<file path="src/rtl/pipe_hazard_ctrl.sv">
// Stall/flush/forward scheduler for the 5-stage pipeline with a req/ack data-memory FSM.
// Optional stall/flush performance counters are enabled by defining PIPE_HAZARD_PERF_EN.
module pipe_hazard_ctrl #(
  parameter int MEM_TIMEOUT = 16,
  parameter int CNT_W       = 32
) (
  input  logic       clk,
  input  logic       reset,
  input  logic [4:0] rs1D,
  input  logic [4:0] rs2D,
  input  logic [4:0] rs1E,
  input  logic [4:0] rs2E,
  input  logic [4:0] rdE,
  input  logic       resultsrcE0,
  input  logic       pcsrcE,
  input  logic [4:0] rdM,
  input  logic       regwriteM,
  input  logic       memreqM,
  input  logic       memackM,
  input  logic [4:0] rdW,
  input  logic       regwriteW,
  output logic [1:0] forwardAE,
  output logic [1:0] forwardBE,
  output logic       stallF,
  output logic       stallD,
  output logic       stallE,
  output logic       stallM,
  output logic       flushD,
  output logic       flushE,
  output logic       flushW,
  output logic       dmem_req,
  output logic       mem_err
`ifdef PIPE_HAZARD_PERF_EN
  ,
  output logic [CNT_W-1:0] stall_cnt,
  output logic [CNT_W-1:0] flush_cnt
`endif
);

  localparam logic [0:0] IDLE = 1'b0;
  localparam logic [0:0] WAIT = 1'b1;

  localparam int WAIT_W    = (MEM_TIMEOUT > 2) ? $clog2(MEM_TIMEOUT) : 1;
  localparam int TO_LAST_I = (MEM_TIMEOUT > 0) ? (MEM_TIMEOUT - 1) : 0;
  localparam logic [WAIT_W-1:0] TO_LAST = WAIT_W'(TO_LAST_I);

  logic [0:0]        state;
  logic [WAIT_W-1:0] wait_cnt;
  logic              req_raw;
  logic              memstall;
  logic              lwstall;
  logic              timeout_hit;

  // M has priority over W; x0 is never forwarded.
  function automatic logic [1:0] fwd_sel(input logic [4:0] rs);
    if (regwriteM && (rdM == rs) && (rs != 5'd0))
      return 2'b10;
    else if (regwriteW && (rdW == rs) && (rs != 5'd0))
      return 2'b01;
    else
      return 2'b00;
  endfunction

  always_comb begin
    forwardAE = fwd_sel(rs1E);
    forwardBE = fwd_sel(rs2E);
  end

  always_comb begin
    req_raw     = ((state == IDLE) && memreqM) || (state == WAIT);
    memstall    = req_raw && !memackM;
    lwstall     = resultsrcE0 && (rdE != 5'd0) && ((rdE == rs1D) || (rdE == rs2D));
    timeout_hit = (MEM_TIMEOUT > 0) && (state == WAIT) && !memackM && (wait_cnt == TO_LAST);
  end

  // A memory stall freezes E, so a pending branch or load-use waits until release.
  always_comb begin
    stallF   = 1'b0;
    stallD   = 1'b0;
    stallE   = 1'b0;
    stallM   = 1'b0;
    flushD   = 1'b0;
    flushE   = 1'b0;
    flushW   = 1'b0;
    dmem_req = 1'b0;
    if (!reset) begin
      dmem_req = req_raw;
      if (memstall) begin
        stallF = 1'b1;
        stallD = 1'b1;
        stallE = 1'b1;
        stallM = 1'b1;
        flushW = 1'b1;
      end else if (pcsrcE) begin
        flushD = 1'b1;
        flushE = 1'b1;
      end else if (lwstall) begin
        stallF = 1'b1;
        stallD = 1'b1;
        flushE = 1'b1;
      end
    end
  end

  always_ff @(posedge clk) begin
    if (reset) begin
      state    <= IDLE;
      wait_cnt <= '0;
      mem_err  <= 1'b0;
    end else begin
      case (state)
        IDLE: begin
          if (memreqM && !memackM) begin
            state    <= WAIT;
            wait_cnt <= '0;
          end
        end
        WAIT: begin
          if (memackM) begin
            state <= IDLE;
          end else if (timeout_hit) begin
            state   <= IDLE;
            mem_err <= 1'b1;
          end else begin
            wait_cnt <= wait_cnt + 1'b1;
          end
        end
        default: state <= IDLE;
      endcase
    end
  end

`ifdef PIPE_HAZARD_PERF_EN
  always_ff @(posedge clk) begin
    if (reset) begin
      stall_cnt <= '0;
      flush_cnt <= '0;
    end else begin
      if (stallF) stall_cnt <= stall_cnt + 1'b1;
      if (flushE) flush_cnt <= flush_cnt + 1'b1;
    end
  end
`endif

endmodule

</file>
<file path="config.mk">
export PLATFORM = sky130hd
export DESIGN_NAME = pipe_hazard_ctrl
export DESIGN_NICKNAME = d
export VERILOG_FILES = /design/src/rtl/pipe_hazard_ctrl.sv
export SDC_FILE = /design/constraint.sdc
export NUM_CORES = 1
export LEC_CHECK = 0
export ABC_AREA = 1
export CORE_UTILIZATION = 39
export CTS_CLUSTER_DIAMETER = 100
export DETAILED_ROUTE_END_ITERATION = 10
export PLACE_DENSITY = 0.91
export SYNTH_ARGS = -nofsm -noshare
export SYNTH_HDL_FRONTEND = slang
export SYNTH_SLANG_ARGS = --single-unit
</file>
<file path="constraint.sdc">
create_clock -name clk -period 3.2 [get_ports clk]
set_clock_uncertainty 0.05 [all_clocks]
set_input_delay 0.32 -clock clk [delete_from_list [all_inputs] [get_ports clk]]
set_output_delay 0.32 -clock clk [all_outputs]
set_load 0.02 [all_outputs]
</file>
Yosys cells after proc, flatten, opt, wreduce, memory -nomap -nowiden
Index checks and enable logic that the tools add are counted.

Register bits after elaboration: 6. Bits in latches: 0. Memory bits (writable): 0. Memory bits (read-only): 0. Input bits: 43. Output and inout bits: 13. Word-level logic and storage cells: 64. Memories kept: 0.

$add $sub $neg: 1. Multipliers: 0. Div/mod/pow operators: 0. Order comparisons: 0. Eq/ne operators: 10. Shifts and indexed selects: 0. Multiplexer cells: 25. Bitwise operators: 2. Reductions and logical operators: 23.

Operators by type and width (count): $eq A5 B5 Y1 (6); $mux W1 (18); $logic_and A1 B1 Y1 (15); $reduce_bool A5 Y1 (3); $mux W4 (3); $pmux W4 S2 (1); $reduce_and A3 Y1 (2); $add A4 B1 Y4 const B (1); $eq A4 B4 Y1 const B (1); $mux W2 (2); $ne A2 B2 Y1 const B (2); $logic_or A1 B1 Y1 (2); $ne A2 B1 Y1 const B (1); $not A1 Y1 (2); $pmux W1 S2 (1); $logic_not A1 Y1 (1).

Longest topological paths before layout
Gate-level depths: netlist of run 1.

Word-level depth: 7. Gate-level depth with buffers: 9. Gate-level depth less buffers: 8.

Worst setup path after synthesis of run 1
Ideal clock, no wire load.

Kind: input to output. Start: input port memreqM. End: output port stallF. Data arrival time: 1.423 ns. Required time: 2.830 ns. Slack: 1.407 ns. Stages on the path: 7. Path buffers: 1. Cell sequence: inv_1 a21oi_4 inv_1 nor2_1 inv_1 nand2_1 buf_4.

Word-level cells in the longest chain between the ends: 5.

Ends and longest elaborated chain: start, declared (RTL line 18) `input logic memreqM,`; $logic_and A1 B1 Y1 (RTL line 70) `req_raw = ((state == IDLE) && memreqM) || (state == WAIT);`; $logic_or A1 B1 Y1 (RTL line 70); $logic_and A1 B1 Y1 (RTL line 71) `memstall = req_raw && !memackM;`; $mux W1 (2 in a row); end, declared (RTL line 24) `output logic stallF,`.

Every way passes these cells.

Final worst setup path of run 1
Start: input port rdE[0]. End: output port stallF.

Word-level cells in the longest chain between the ends: 7. Elaborated cells on any way between the ends: 10. Classes of those cells: 2 x eq/ne; 4 x mux; 4 x reduce/logical.

Ends and longest elaborated chain: start, declared (RTL line 13) `input logic [4:0] rdE,`; $eq A5 B5 Y1 / $reduce_bool A5 Y1 (equally long branches) (RTL line 72) `lwstall = resultsrcE0 && (rdE != 5'd0) && ((rdE == rs1D) || (rdE == rs2D));`; $logic_or A1 B1 Y1 / $logic_and A1 B1 Y1 (equally long branches) (RTL line 72); $logic_and A1 B1 Y1 * (RTL line 72); $mux W1 * (RTL line 97) `end else if (lwstall) begin`; $mux W1 * (RTL line 94) `end else if (pcsrcE) begin`; $mux W1 * (RTL line 88) `if (memstall) begin`; $mux W1 * (RTL line 86) `if (!reset) begin`.

Every way passes the cells marked *; elsewhere a longest branch is shown, timed or not.

==> results of run 1 <==
routing by layer:
metal	vias up	track usage (%)	part of all wire [%]
met5	-	0	0
met3	2	4.32	8.7
met2	47	35.8	45
met1	481	24.3	45
met4	0	8.10	0.80
li1	623	-	-
cells by family after synthesis:
family                   share of synthesized area, %
AO/OA/AOI/OAI                                    11.2
buffers and inverters                            19.5
flip-flops                                       13.6
XOR/XNOR                                         10.9
adder cells (fa/ha/maj)                          1.41
AND/OR/NAND/NOR                                  43.5
power breakdown:
part           total (mW)  internal (mW)  switching, mW  leakage [nW]
registers          0.0778         0.0766        0.00122        0.0487
clock network      0.0706         0.0425         0.0281        0.0138
logic               0.152         0.0832         0.0689         0.666
metrics by stage:
stage	area, µm²	setup slack [ns]
4_1_cts	1470	0.763
5_1_grt	1470	0.611
6_report	1470	0.768
3_5_place_dp	1440	0.767
3_3_place_gp	1440	0.799
2_1_floorplan	886	1.41
how the worst max path moves through the flow:
stage,from,end,slack (ns),cells past startpoint
final,rdE[0],stallF,0.77,10
after global routing,rdE[2],stallF,0.61,10
after CTS,rdE[0],stallF,0.76,10
after detailed placement,rdE[0],stallF,0.77,10
after global placement,rdE[0],stallD,0.80,10
after floorplan,memreqM,stallF,1.41,7
sequential cells by signal, summed over array words and instances (netlist names):
signal and flops:
wait_cnt 4, state 1, mem_err 1
cell usage after synthesis:
library cell / number / area (µm²)
nor2_2: 1 / 6.26
xor2_1: 6 / 52.6
nand2_1: 45 / 169
nand3_1: 6 / 30.0
nand2_2: 3 / 18.8
o31ai_1: 1 / 7.51
o22ai_1: 4 / 25.0
o21ai_0: 6 / 30.0
a21oi_1: 3 / 15.0
nor2_1: 26 / 97.6
and3_1: 1 / 6.26
nor3_1: 4 / 20.0
clkbuf_1: 1 / 3.75
xnor2_1: 5 / 43.8
inv_1: 37 / 139
buf_4: 3 / 22.5
a21oi_4: 1 / 16.3
ha_1: 1 / 12.5
nand4_1: 6 / 37.5
inv_2: 2 / 7.51
dfxtp_1: 6 / 120
o21ai_1: 1 / 5.00
cell type report:
type,count,area [µm²]
Tap cell,27,33.8
Inverter,39,146
Sequential cell,6,120
Multi-Input combinational cell,120,593
Clock buffer,3,22.5
Timing Repair Buffer,55,551
Fill cell,194,576
tightest hold or removal path, cell delays in order, from the launching register on:
cell	delay, ns
dfxtp_1	0.33
nor2_1	0.05
nor2_1	0.07
==> reports/metrics.csv, run 1 <==
stage,metric,value,unit
synthesis,syn_inst,169,
grt,grt_pass1_wl,4010,µm
grt,grt_usage,20.6,%
synthesis,synth_seq_cells,6,
power_and_ir_drop,cellLeakagePower,0.728,nW
clock_network,ctsHoldBuffers,0,
floorplan,rows,16,
grt,antenna_found_initial,0,
run_status,status,finished clean,
power_and_ir_drop,power.density,205,nW/µm²
clock_network,h-tree-depth,1,
timing,relSlewSlack,80.3,%
final_layout,layout_commonest_cell,clkdlybuf4s50_1,
final_layout,syn_to_final_growth,65.5,%
placement,gp_congestion,0.834,
route,vias_per_cell,4.61,
synthesis,syn-num-nets,213,
placement,dpl.hpwl,2040,µm
synthesis,synthesis.area,886,µm²
clock_network,cts_buffer_depth,2,
final_layout,final_net_count,269,
floorplan,die-area,2470,µm²
route,initialDrtViolationCount,17,
timing,rsz0062_at_grt,false,
clock_network,cts_tree,yes,
clock_network,clk_pin_slew,0.05,ns
critical_path,worst_r2r_path_depth,5,
floorplan,start_util,43.4,%
power_and_ir_drop,ir_worst_vdd,0.000212,V
clock_network,clk_latency,0.25,ns
timing,tns,0,ns
final_layout,post-route-util,71.8,%
clock_network,cts_resized,0,
grt,grt_pass1_vias,1031,
clock_network,cts-root-buf,clkbuf_4,
floorplan,die_h,49.7,µm
floorplan,pin_count,56,
route,drt_wl_total,2380,µm
clock_network,cts_buffers,3,
critical_path,r2r_slack,2.01,ns
final_layout,layout_common_cells,"clkdlybuf4s50_1 (55), nand2_1 (45), inv_1 (37)",
critical_path,crit_type,in -> out,
timing,finalHoldViolations,0,
critical_path,path_cells,"clkdlybuf4s50_1, inv_1, nand2_1, nand2_1, nor2_1, nand3_1, nand2_1, nand3_1, nand2_1, clkdlybuf4s50_1",
critical_path,slowest_delay,0.62,ns
timing,finalCritPeriodShare,76.0,%
critical_path,required,2.83,ns
synthesis,yosys_warnings,0,
route,drc_errors,0,
min_path,hold-path-cell-count,2,
timing,fmax,0.411,GHz
timing,setup_viol,0,
critical_path,regToRegEndpoint,wait_cnt[1]$_SDFFE_PP0P_,
timing,slew_violations,0,
grt,grt_start_max_net_pins,9,
critical_path,cp_slowest_cell,clkdlybuf4s50_1,
final_layout,drive_gt1_share,4.48,%
final_layout,instances_no_fill,250,
power_and_ir_drop,p_total,300,µW
critical_path,crit_path_end_kind,output pin,
run,cap_violations,0,
synthesis,synth.distinct_cells,22,
clock_network,post_cts_buffers,0,
critical_path,cpMostUsedCell,nand2_1,
synthesis,ys_seq_area_share,13.6,%
critical_path,arrival,2.06,ns
clock_network,cts_sinks,6,
min_path,hold_path.startpoint,mem_err$_SDFFE_PP0P_,
route,vias,1153,
placement,portBuffers,55,
placement,dp.cells,247,
route,drt-pass1-iter-count,4,
min_path,hp-class,reg -> reg,
route,ant_nets,0,
floorplan,die_w,49.7,µm
critical_path,critPathLaunchType,input pin,
timing,hold_ws,0.433,ns
route,wire_per_inst,9.52,µm
critical_path,cpLargestDelayFamily,buffers and inverters,
min_path,hold_end,mem_err$_SDFFE_PP0P_,
grt,grt_overflow,0,
critical_path,cp_max_fo,4,
floorplan,core_region_area,2040,µm²
critical_path,r2r-start,wait_cnt[0]$_SDFFE_PP0P_,
critical_path,critPathBufInv,3,
final_layout,antennaDiodeCount,0,
timing,worst_slew_pin_slew,0.294,ns
synthesis,post_synth.cell_area_avg,5.24,µm²
timing,period_minus_slack,2.43,ns
No activity file was read; power rests on OpenSTA's default activity.
==> run 2, diff against run 1 <==
--- a/config.mk
+++ b/config.mk
@@ -6,10 +6,10 @@
 export NUM_CORES = 1
 export LEC_CHECK = 0
 export ABC_AREA = 1
-export CORE_UTILIZATION = 39
+export CORE_UTILIZATION = 37
 export CTS_CLUSTER_DIAMETER = 100
 export DETAILED_ROUTE_END_ITERATION = 10
-export PLACE_DENSITY = 0.91
+export PLACE_DENSITY = 0.87
 export SYNTH_ARGS = -nofsm -noshare
 export SYNTH_HDL_FRONTEND = slang
 export SYNTH_SLANG_ARGS = --single-unit
==> constraint.sdc (replaced) <==
create_clock -name clk -period 2.24 [get_ports clk]
set_clock_uncertainty 0.05 [all_clocks]
set_input_delay 0.224 -clock clk [delete_from_list [all_inputs] [get_ports clk]]
set_output_delay 0.224 -clock clk [all_outputs]
set_load 0.02 [all_outputs]
==> reports/metrics.csv, run 2 (synthesis results as in run 1) <==
stage,metric,value,unit,change
final_layout,largest_register_ffs,4,,unchanged
final_layout,reg.largest.list,"wait_cnt x4, mem_err x1, state x1",,
clock_network,ctsHoldBuffers,0,,unchanged
clock_network,cts_buffer_depth,2,,unchanged
final_layout,layout_commonest_cell,clkdlybuf4s50_1,,
final_layout,instances_no_fill,253,,+1.2%
final_layout,syn_to_final_growth,68.8,%,
clock_network,clk_latency,0.25,ns,about the same
timing,period_minus_slack,2.12,ns,
critical_path,regToRegEndpoint,wait_cnt[2]$_SDFFE_PP0P_,,
placement,portBuffers,55,,unchanged
power_and_ir_drop,sequentialPowerShare,25.7,%,-0.2 points
critical_path,cp_max_fo,4,,unchanged
timing,setup_viol,0,,unchanged
placement,dp.cells,250,,+1.2%
route,vias_per_cell,4.59,,-0.50%
grt,grt_pass1_vias,1091,,+5.8%
clock_network,h-tree-depth,1,,unchanged
timing,fin_ws,0.121,ns,-0.647 ns
run,cap_violations,0,,unchanged
route,drc_errors,0,,unchanged
critical_path,arrival,1.84,ns,-0.22 ns
critical_path,crit_type,in -> out,,
route,vias,1161,,+0.69%
clock_network,cts_buffers,3,,unchanged
final_layout,num-fill-cells,207,,+6.7%
final_layout,layout_common_cells,"clkdlybuf4s50_1 (50), nand2_1 (45), inv_1 (37)",,
run_status,status,finished clean,,
power_and_ir_drop,cellLeakagePower,0.822,nW,+13%
clock_network,cts_sinks,6,,unchanged
route,drt-pass1-iter-count,4,,unchanged
final_layout,final_net_count,271,,+0.74%
critical_path,crit_end,flushW,,
route,drt_wl_total,2550,µm,+7.0%
final_layout,regArea,120,µm²,unchanged
timing,finalCritPeriodShare,94.6,%,
timing,worst_slew_pin_slew,0.246,ns,-0.0484 ns
power_and_ir_drop,power_frac_comb,50.7,%,about the same
placement,dpl.hpwl,2010,µm,-1.2%
timing,relSlewSlack,83.6,%,+3.3 points
timing,tns,0,ns,unchanged
floorplan,start_util,39.7,%,-3.7 points
critical_path,critPathLaunchType,input pin,,
power_and_ir_drop,intPower,290,µW,+44%
critical_path,r2r-start,wait_cnt[0]$_SDFFE_PP0P_,,
floorplan,die-area,2590,µm²,+5.2%
power_and_ir_drop,switching_share,32.7,%,about the same
grt,grt_overflow,0,,unchanged
timing,rsz0062_at_grt,false,,
floorplan,die_w,50.9,µm,+2.6%
critical_path,r2r_slack,1.02,ns,-0.99 ns
power_and_ir_drop,power.density,289,nW/µm²,+41%
critical_path,crit_path_end_kind,output pin,,
route,wire_per_inst,10.1,µm,+5.8%
power_and_ir_drop,p_switching,141,µW,+44%
grt,antenna_found_initial,0,,unchanged
placement,place_ws,0.0158,ns,-0.752 ns
clock_network,clk_pin_slew,0.04,ns,about the same
final_layout,largest-register,wait_cnt,,
floorplan,rows,17,,+1
final_layout,multi_input_comb_area,593,µm²,unchanged
placement,gp_congestion,0.823,,-1.4%
clock_network,cts_resized,0,,unchanged
final_layout,antennaDiodeCount,0,,unchanged
power_and_ir_drop,p_total,431,µW,+44%
grt,grt_start_max_net_pins,7,,-2
route,ant_nets,0,,unchanged
clock_network,cts_tree,yes,,
min_path,hp-class,reg -> reg,,
floorplan,core_region_area,2230,µm²,+9.4%
floorplan,pin_count,56,,unchanged
timing,fmax,0.472,GHz,
critical_path,required,1.97,ns,-0.86 ns
clock_network,cts-root-buf,clkbuf_4,,
timing,finalHoldViolations,0,,unchanged
final_layout,drive_gt1_share,5.33,%,+0.85 points
power_and_ir_drop,p_clk_share,23.6,%,about the same
grt,grt_pass1_wl,4140,µm,+3.3%
critical_path,worst_r2r_path_depth,6,,+1
route,initialDrtViolationCount,17,,unchanged
timing,slew_violations,0,,unchanged
floorplan,die_h,50.9,µm,+2.6%
power_and_ir_drop,ir_worst_vdd,0.000356,V,+68%
critical_path,cp-startpoint,memreqM,,
clock_network,post_cts_buffers,0,,unchanged
final_layout,post-route-util,66.9,%,-4.9 points
grt,grt_usage,20.3,%,-0.23 points
run 2: stage by stage:
| step | hold WS (ns) | instance area [µm²] |
|---|---|---|
| after floorplan | 0.357 | 886 |
| after CTS | 0.453 | 1480 |
| after detailed placement | 0.426 | 1460 |
| after global placement | 0.417 | 1460 |
| after global routing | 0.485 | 1500 |
| final | 0.447 | 1500 |
run 2: cell type report:
type / count / share of cell area, %
inverter: 39 / 9.79
sequential: 6 / 8.03
multi-input combinational: 120 / 39.7
clock buffer: 3 / 1.51
timing repair buffer: 57 / 38.7
tap: 28 / 2.34
run 2: how the worst min path moves through the flow:
stage                                     to  slack (ns)                     start  cells past startpoint
finish              wait_cnt[1]$_SDFFE_PP0P_        0.45  wait_cnt[1]$_SDFFE_PP0P_                      2
global route        wait_cnt[1]$_SDFFE_PP0P_        0.48  wait_cnt[1]$_SDFFE_PP0P_                      2
CTS                 wait_cnt[1]$_SDFFE_PP0P_        0.45  wait_cnt[1]$_SDFFE_PP0P_                      2
detailed placement      mem_err$_SDFFE_PP0P_        0.43      mem_err$_SDFFE_PP0P_                      2
global placement        mem_err$_SDFFE_PP0P_        0.42      mem_err$_SDFFE_PP0P_                      2
floorplan               mem_err$_SDFFE_PP0P_        0.36                   memackM                      3
run 2: power groups by stage:
stage                     sequential (mW)  combinational, mW  clock, mW
after floorplan                     0.113             0.0988          0
after global placement              0.113              0.217          0
after detailed placement            0.113              0.218          0
after CTS                           0.111              0.220      0.101
after global routing                0.111              0.242      0.105
final                               0.111              0.219      0.102
run 2: worst max-delay path, stage by stage:
cell and delay [ns]:
clkdlybuf4s50_1 0.46, inv_1 0.07, a21oi_4 0.19, inv_1 0.06, nor2_1 0.11, buf_4 0.13, clkdlybuf4s50_1 0.59
run 2: routing by layer:
layer | up-vias | share of wire [%] | GRT usage (%)
met5 | - | 0 | 0
met4 | 0 | 0 | 1.39
met3 | 0 | 9.7 | 5.65
met2 | 49 | 46 | 39.9
met1 | 484 | 44 | 22.1
li1 | 628 | - | -
==> run 3, diff against run 2 <==
==> constraint.sdc (replaced) <==
create_clock -name clk -period 2.3 [get_ports clk]
set_clock_uncertainty 0.05 [all_clocks]
set_input_delay 0.23 -clock clk [delete_from_list [all_inputs] [get_ports clk]]
set_output_delay 0.23 -clock clk [all_outputs]
set_load 0.02 [all_outputs]
==> reports/metrics.csv, run 3 (synthesis results as in run 1) <==
stage,metric,value,unit,change
critical_path,r2r-start,wait_cnt[0]$_SDFFE_PP0P_,,
critical_path,critPathBufInv,3,,-2
final_layout,final_net_count,270,,-0.37%
route,wire_per_inst,9.54,µm,-5.2%
placement,dpl.hpwl,2050,µm,+2.0%
critical_path,r2r_slack,1.06,ns,+0.04 ns
placement,dpl-instance-area,1450,µm²,-0.51%
route,ant_nets,0,,unchanged
clock_network,clk_pin_slew,0.04,ns,about the same
grt,grt_pass1_vias,1017,,-6.8%
critical_path,crit_type,in -> out,,
critical_path,slowest_delay,0.60,ns,about the same
route,initialDrtViolationCount,17,,unchanged
critical_path,cpLargestDelayFamily,buffers and inverters,,
power_and_ir_drop,cellLeakagePower,0.799,nW,-2.8%
clock_network,cts_tree,yes,,
grt,grt_start_max_net_pins,9,,+2
power_and_ir_drop,ir_worst_vdd,0.000317,V,-11%
timing,finalCritPeriodShare,94.9,%,
final_layout,drive_gt1_share,4.91,%,-0.42 points
grt,antenna_found_initial,0,,unchanged
clock_network,ctsHoldBuffers,0,,unchanged
floorplan,die_w,50.9,µm,unchanged
min_path,hp-class,reg -> reg,,
floorplan,die_h,50.9,µm,unchanged
final_layout,fin_area,1490,µm²,-0.67%
route,drt-pass1-iter-count,4,,unchanged
critical_path,arrival,1.90,ns,+0.06 ns
critical_path,cpMostUsedCell,nor2_1,,
critical_path,crit_path_end_kind,output pin,,
clock_network,clk_latency,0.25,ns,about the same
route,vias_per_cell,4.65,,+1.3%
final_layout,reg.largest.list,"wait_cnt x4, mem_err x1, state x1",,
placement,place_ws,0.0469,ns,+0.0311 ns
clock_network,cts_buffer_depth,2,,unchanged
final_layout,largest_register_ffs,4,,unchanged
placement,gp_congestion,0.817,,-0.66%
run_status,status,finished clean,,
timing,period_minus_slack,2.18,ns,
placement,portBuffers,55,,unchanged
floorplan,die-area,2590,µm²,unchanged
timing,tns,0,ns,unchanged
route,drt_wl_total,2410,µm,-5.5%
grt,grt_usage,18.6,%,-1.8 points
floorplan,start_util,39.7,%,unchanged
timing,setup_viol,0,,unchanged
timing,slew_violations,0,,unchanged
clock_network,h-tree-depth,1,,unchanged
critical_path,worst_r2r_path_depth,8,,+2
route,drc_errors,0,,unchanged
clock_network,cts_buffers,3,,unchanged
critical_path,path_cells,"clkdlybuf4s50_1, inv_1, o22ai_1, nor2_1, nand2_1, nor2_1, nor2_1, clkdlybuf4s50_1",,
timing,worst_slew_pin_slew,0.299,ns,+0.0531 ns
critical_path,worst-path-stages,8,,+1
timing,fmax,0.458,GHz,
grt,grt_overflow,0,,unchanged
critical_path,cp_max_fo,3,,-1
final_layout,syn_to_final_growth,67.7,%,
timing,finalHoldViolations,0,,unchanged
grt,grt_pass1_wl,3820,µm,-7.9%
power_and_ir_drop,power.density,280,nW/µm²,-2.9%
critical_path,crit_end,forwardBE[0],,
critical_path,critPathLaunchType,input pin,,
run,cap_violations,0,,unchanged
final_layout,layout_common_cells,"clkdlybuf4s50_1 (51), nand2_1 (45), inv_1 (37)",,
clock_network,cts_sinks,6,,unchanged
clock_network,post_cts_buffers,0,,unchanged
critical_path,cp-startpoint,rs2E[3],,
timing,rsz0062_at_grt,false,,
critical_path,required,2.02,ns,+0.05 ns
timing,fin_ws,0.117,ns,-0.00466 ns
floorplan,rows,17,,unchanged
floorplan,pin_count,56,,unchanged
floorplan,core_region_area,2230,µm²,unchanged
final_layout,layout_commonest_cell,clkdlybuf4s50_1,,
route,vias,1171,,+0.86%
critical_path,regToRegEndpoint,wait_cnt[3]$_SDFFE_PP0P_,,
final_layout,post-route-util,66.5,%,-0.45 points
timing,relSlewSlack,80.0,%,-3.6 points
final_layout,antennaDiodeCount,0,,unchanged
clock_network,cts-root-buf,clkbuf_4,,
final_layout,largest-register,wait_cnt,,
critical_path,cp_slowest_cell,clkdlybuf4s50_1,,
-- run 3: repair_timing --
| item | CTS | global route |
|---|---|---|
| resized for setup | 0 | 4 |
| hold endpoints to repair | 0 | 0 |
| endpoints found under the setup margin | 0 | 4 |
-- run 3: power by group --
group | switching (mW) | leakage (nW) | internal (mW)
clock network | 0.0371 | 0.0138 | 0.0589
registers | 0.00170 | 0.0487 | 0.107
logic | 0.0958 | 0.736 | 0.116
-- run 3: worst min path at each step --
stage / start / endpoint / slack [ns] / depth (start not counted)
2_1_floorplan: memackM / mem_err$_SDFFE_PP0P_ / 0.36 / 3
3_3_place_gp: mem_err$_SDFFE_PP0P_ / mem_err$_SDFFE_PP0P_ / 0.42 / 2
3_5_place_dp: mem_err$_SDFFE_PP0P_ / mem_err$_SDFFE_PP0P_ / 0.42 / 2
4_1_cts: mem_err$_SDFFE_PP0P_ / mem_err$_SDFFE_PP0P_ / 0.43 / 2
5_1_grt: state$_SDFF_PP0_ / wait_cnt[1]$_SDFFE_PP0P_ / 0.48 / 2
6_report: mem_err$_SDFFE_PP0P_ / mem_err$_SDFFE_PP0P_ / 0.42 / 2
-- run 3: cell type report --
type | count | area (µm²)
Clock buffer | 3 | 22.5
Fill cell | 210 | 748
Inverter | 39 | 146
Multi-Input combinational cell | 120 | 593
Sequential cell | 6 | 120
Tap cell | 28 | 35.0
Timing Repair Buffer | 56 | 568
-- run 3: worst min-delay path, stage by stage, from the launching register on --
cell	delay, ns
dfxtp_1	0.32
nor2_1	0.05
nor2_1	0.07
-- run 3: through the flow --
step	total power, mW	cells	hold WS (ns)
floorplan	0.206	169	0.363
global placement	0.320	249	0.417
detailed placement	0.322	249	0.419
CTS	0.418	252	0.432
global route	0.444	252	0.484
finish	0.416	252	0.424
-- run 3: metal layers --
layer	GRT usage, %	part of all wire [%]	wire length [µm]	vias to the layer above
met5	0	0	0	-
met4	2.31	0.58	14	0
met3	5.95	8.2	198	2
met2	34.4	44	1070	50
met1	20.9	47	1120	493
li1	-	-	-	626
==> patch, RTL diff (config.mk and constraints of run 1) <==
The parameter `MEM_TIMEOUT` goes from 16 to 8.
--- a/src/rtl/pipe_hazard_ctrl.sv
+++ b/src/rtl/pipe_hazard_ctrl.sv
@@ -1,7 +1,7 @@
 // Stall/flush/forward scheduler for the 5-stage pipeline with a req/ack data-memory FSM.
 // Optional stall/flush performance counters are enabled by defining PIPE_HAZARD_PERF_EN.
 module pipe_hazard_ctrl #(
-  parameter int MEM_TIMEOUT = 16,
+  parameter int MEM_TIMEOUT = 8,
   parameter int CNT_W       = 32
 ) (
   input  logic       clk,
Behaviour: not the same (Yosys sat finds a counterexample within 10 cycles, from zero or initial values and one cycle with reset high).
==> patch against run 1 <==
  * Die area decreased by 4.9%
  * Worst setup slack got worse by 0.0052 ns
  * Power decreased by 4.3%
  * Synthesized area decreased by 5.1%
  * Sequential cell count decreased by 1
  * Design area decreased by 2.8%
  * Routed wire length increased by 7.9%
  * Register-to-register slack got worse by 0.13 ns
  * Fmax decreased by 0.21%
  * Sequential share of layout area decreased by 1.2 points
==> patch: results (changes against run 1) <==
[placement]
place.gp.congestion=0.926  ; was 0.834
dp.cells=237  ; was 247
dp_hpwl_mm=2.20  ; was 2.04 mm
placed_cell_area_mm2=0.00140  ; was 0.00144 mm^2
post-place-ws_ns=0.753  ; was 0.767 ns

[synthesis]
synth_commonest_cells=nand2_1 (48), inv_1 (28), nor2_1 (24)  ; was nand2_1 (45), inv_1 (37), nor2_1 (26)
syn_nets=204  ; was 213
ys_seq_area_share_pct=11.9  ; was 13.6%
netlist-cell-type-count=26  ; was 22
async_flop_share_pct=0  ; unchanged
syn_inst=159  ; was 169
synth_area_leaders=nand2_1 (21%), inv_1 (13%), dfxtp_1 (12%)  ; was nand2_1 (19%), inv_1 (16%), dfxtp_1 (14%)

[finish]
nonClkBufAreaFrac_pct=38.6  ; was 37.5%
multi_input_cells=117  ; was 120
layout.nets=260  ; was 269
multi_input_area_share_pct=41.4  ; was 40.4%
regArea_um2=100  ; was 120 um^2
top_regs=wait_cnt: 3 flops, mem_err: 1 flops, state: 1 flops  ; was wait_cnt: 4 flops, mem_err: 1 flops, state: 1 flops
clk_share_pct=1.84  ; was 1.54%
fillCellCount=179  ; was 194
multi_input_area_um2=591  ; was 593 um^2
clock_buffers=4  ; was 3
drive_gt1_share_pct=5.61  ; was 4.48%
inv_count=33  ; was 39

[global_route]
grt_pass1_wl_mm=4.31  ; was 4.01 mm
grt_pass1_vias=1106  ; was 1031
grt_use_total_pct=22.5  ; was 20.6%
grtUsageMet3_pct=2.83  ; was 4.32%

[routing]
wl_met3_um=185  ; was 206 um
post_drt_wl_per_cell_um=10.7  ; was 9.52 um
post_drt_via_cell_ratio=4.70  ; was 4.61
routed-wl-met2_mm=1.34  ; was 1.08 mm
drt-met1-wl_mm=1.02  ; was 1.08 mm
drtIter0Drc=14  ; was 17

[worst_setup_path]
ff2ff_setup_slack_ns=1.88  ; was 2.01 ns
cpMaxStageDelayCell=clkdlybuf4s50_1  ; unchanged
path_max_fanout=3  ; was 4

[clocking]
cts.sinks=5  ; was 6

[timing]
hold_ws_ns=0.457  ; was 0.433 ns
slew_headroom_pct=82.0  ; was 80.3%
fin_ws_ns=0.763  ; was 0.768 ns

[pwr]
seqPwrFrac_pct=22.5  ; was 25.9%
leakage_nw=0.717  ; was 0.728 nW
power.share.clock_pct=24.8  ; was 23.5%
p_int_w=0.000193  ; was 0.000202 W
pg_seq_w=0.0000646  ; was 0.0000778 W
ir_drop_mv=0.305  ; was 0.212 mV

[min_path]
hp-class=reg2reg  ; unchanged

[status]
status=completed  ; unchanged

[patch: changes by cell type in the layout (fill, tap and decap cells not counted), sizes merged, moves of 2 or more]
cell,run 1,this run
xor2,6,2
o21ai,7,4
o22ai,4,2
a22oi,0,2
inv,39,32
[patch: cells by family (layout without fill, tap and decap cells)]
group,after synthesis,count (layout),share of synthesized area (%)
buffers and inverters,37,92,17.9
XOR/XNOR,8,8,8.33
adder cells (fa/ha/maj),2,2,2.98
AO/OA/AOI/OAI,13,13,10.9
AND/OR/NAND/NOR,94,94,48.1
flip-flops,5,5,11.9
[patch: final timing paths]
| kind | cells past startpoint | to | startpoint |
|---|---|---|---|
| worst max-delay path | 10 | stallD | rdE[1] |
| worst min-delay path | 2 | mem_err$_SDFFE_PP0P_ | mem_err$_SDFFE_PP0P_ |
| worst max register to register | 5 | wait_cnt[2]$_SDFFE_PP0P_ | wait_cnt[0]$_SDFFE_PP0P_ |
| worst min register to register | 2 | mem_err$_SDFFE_PP0P_ | mem_err$_SDFFE_PP0P_ |
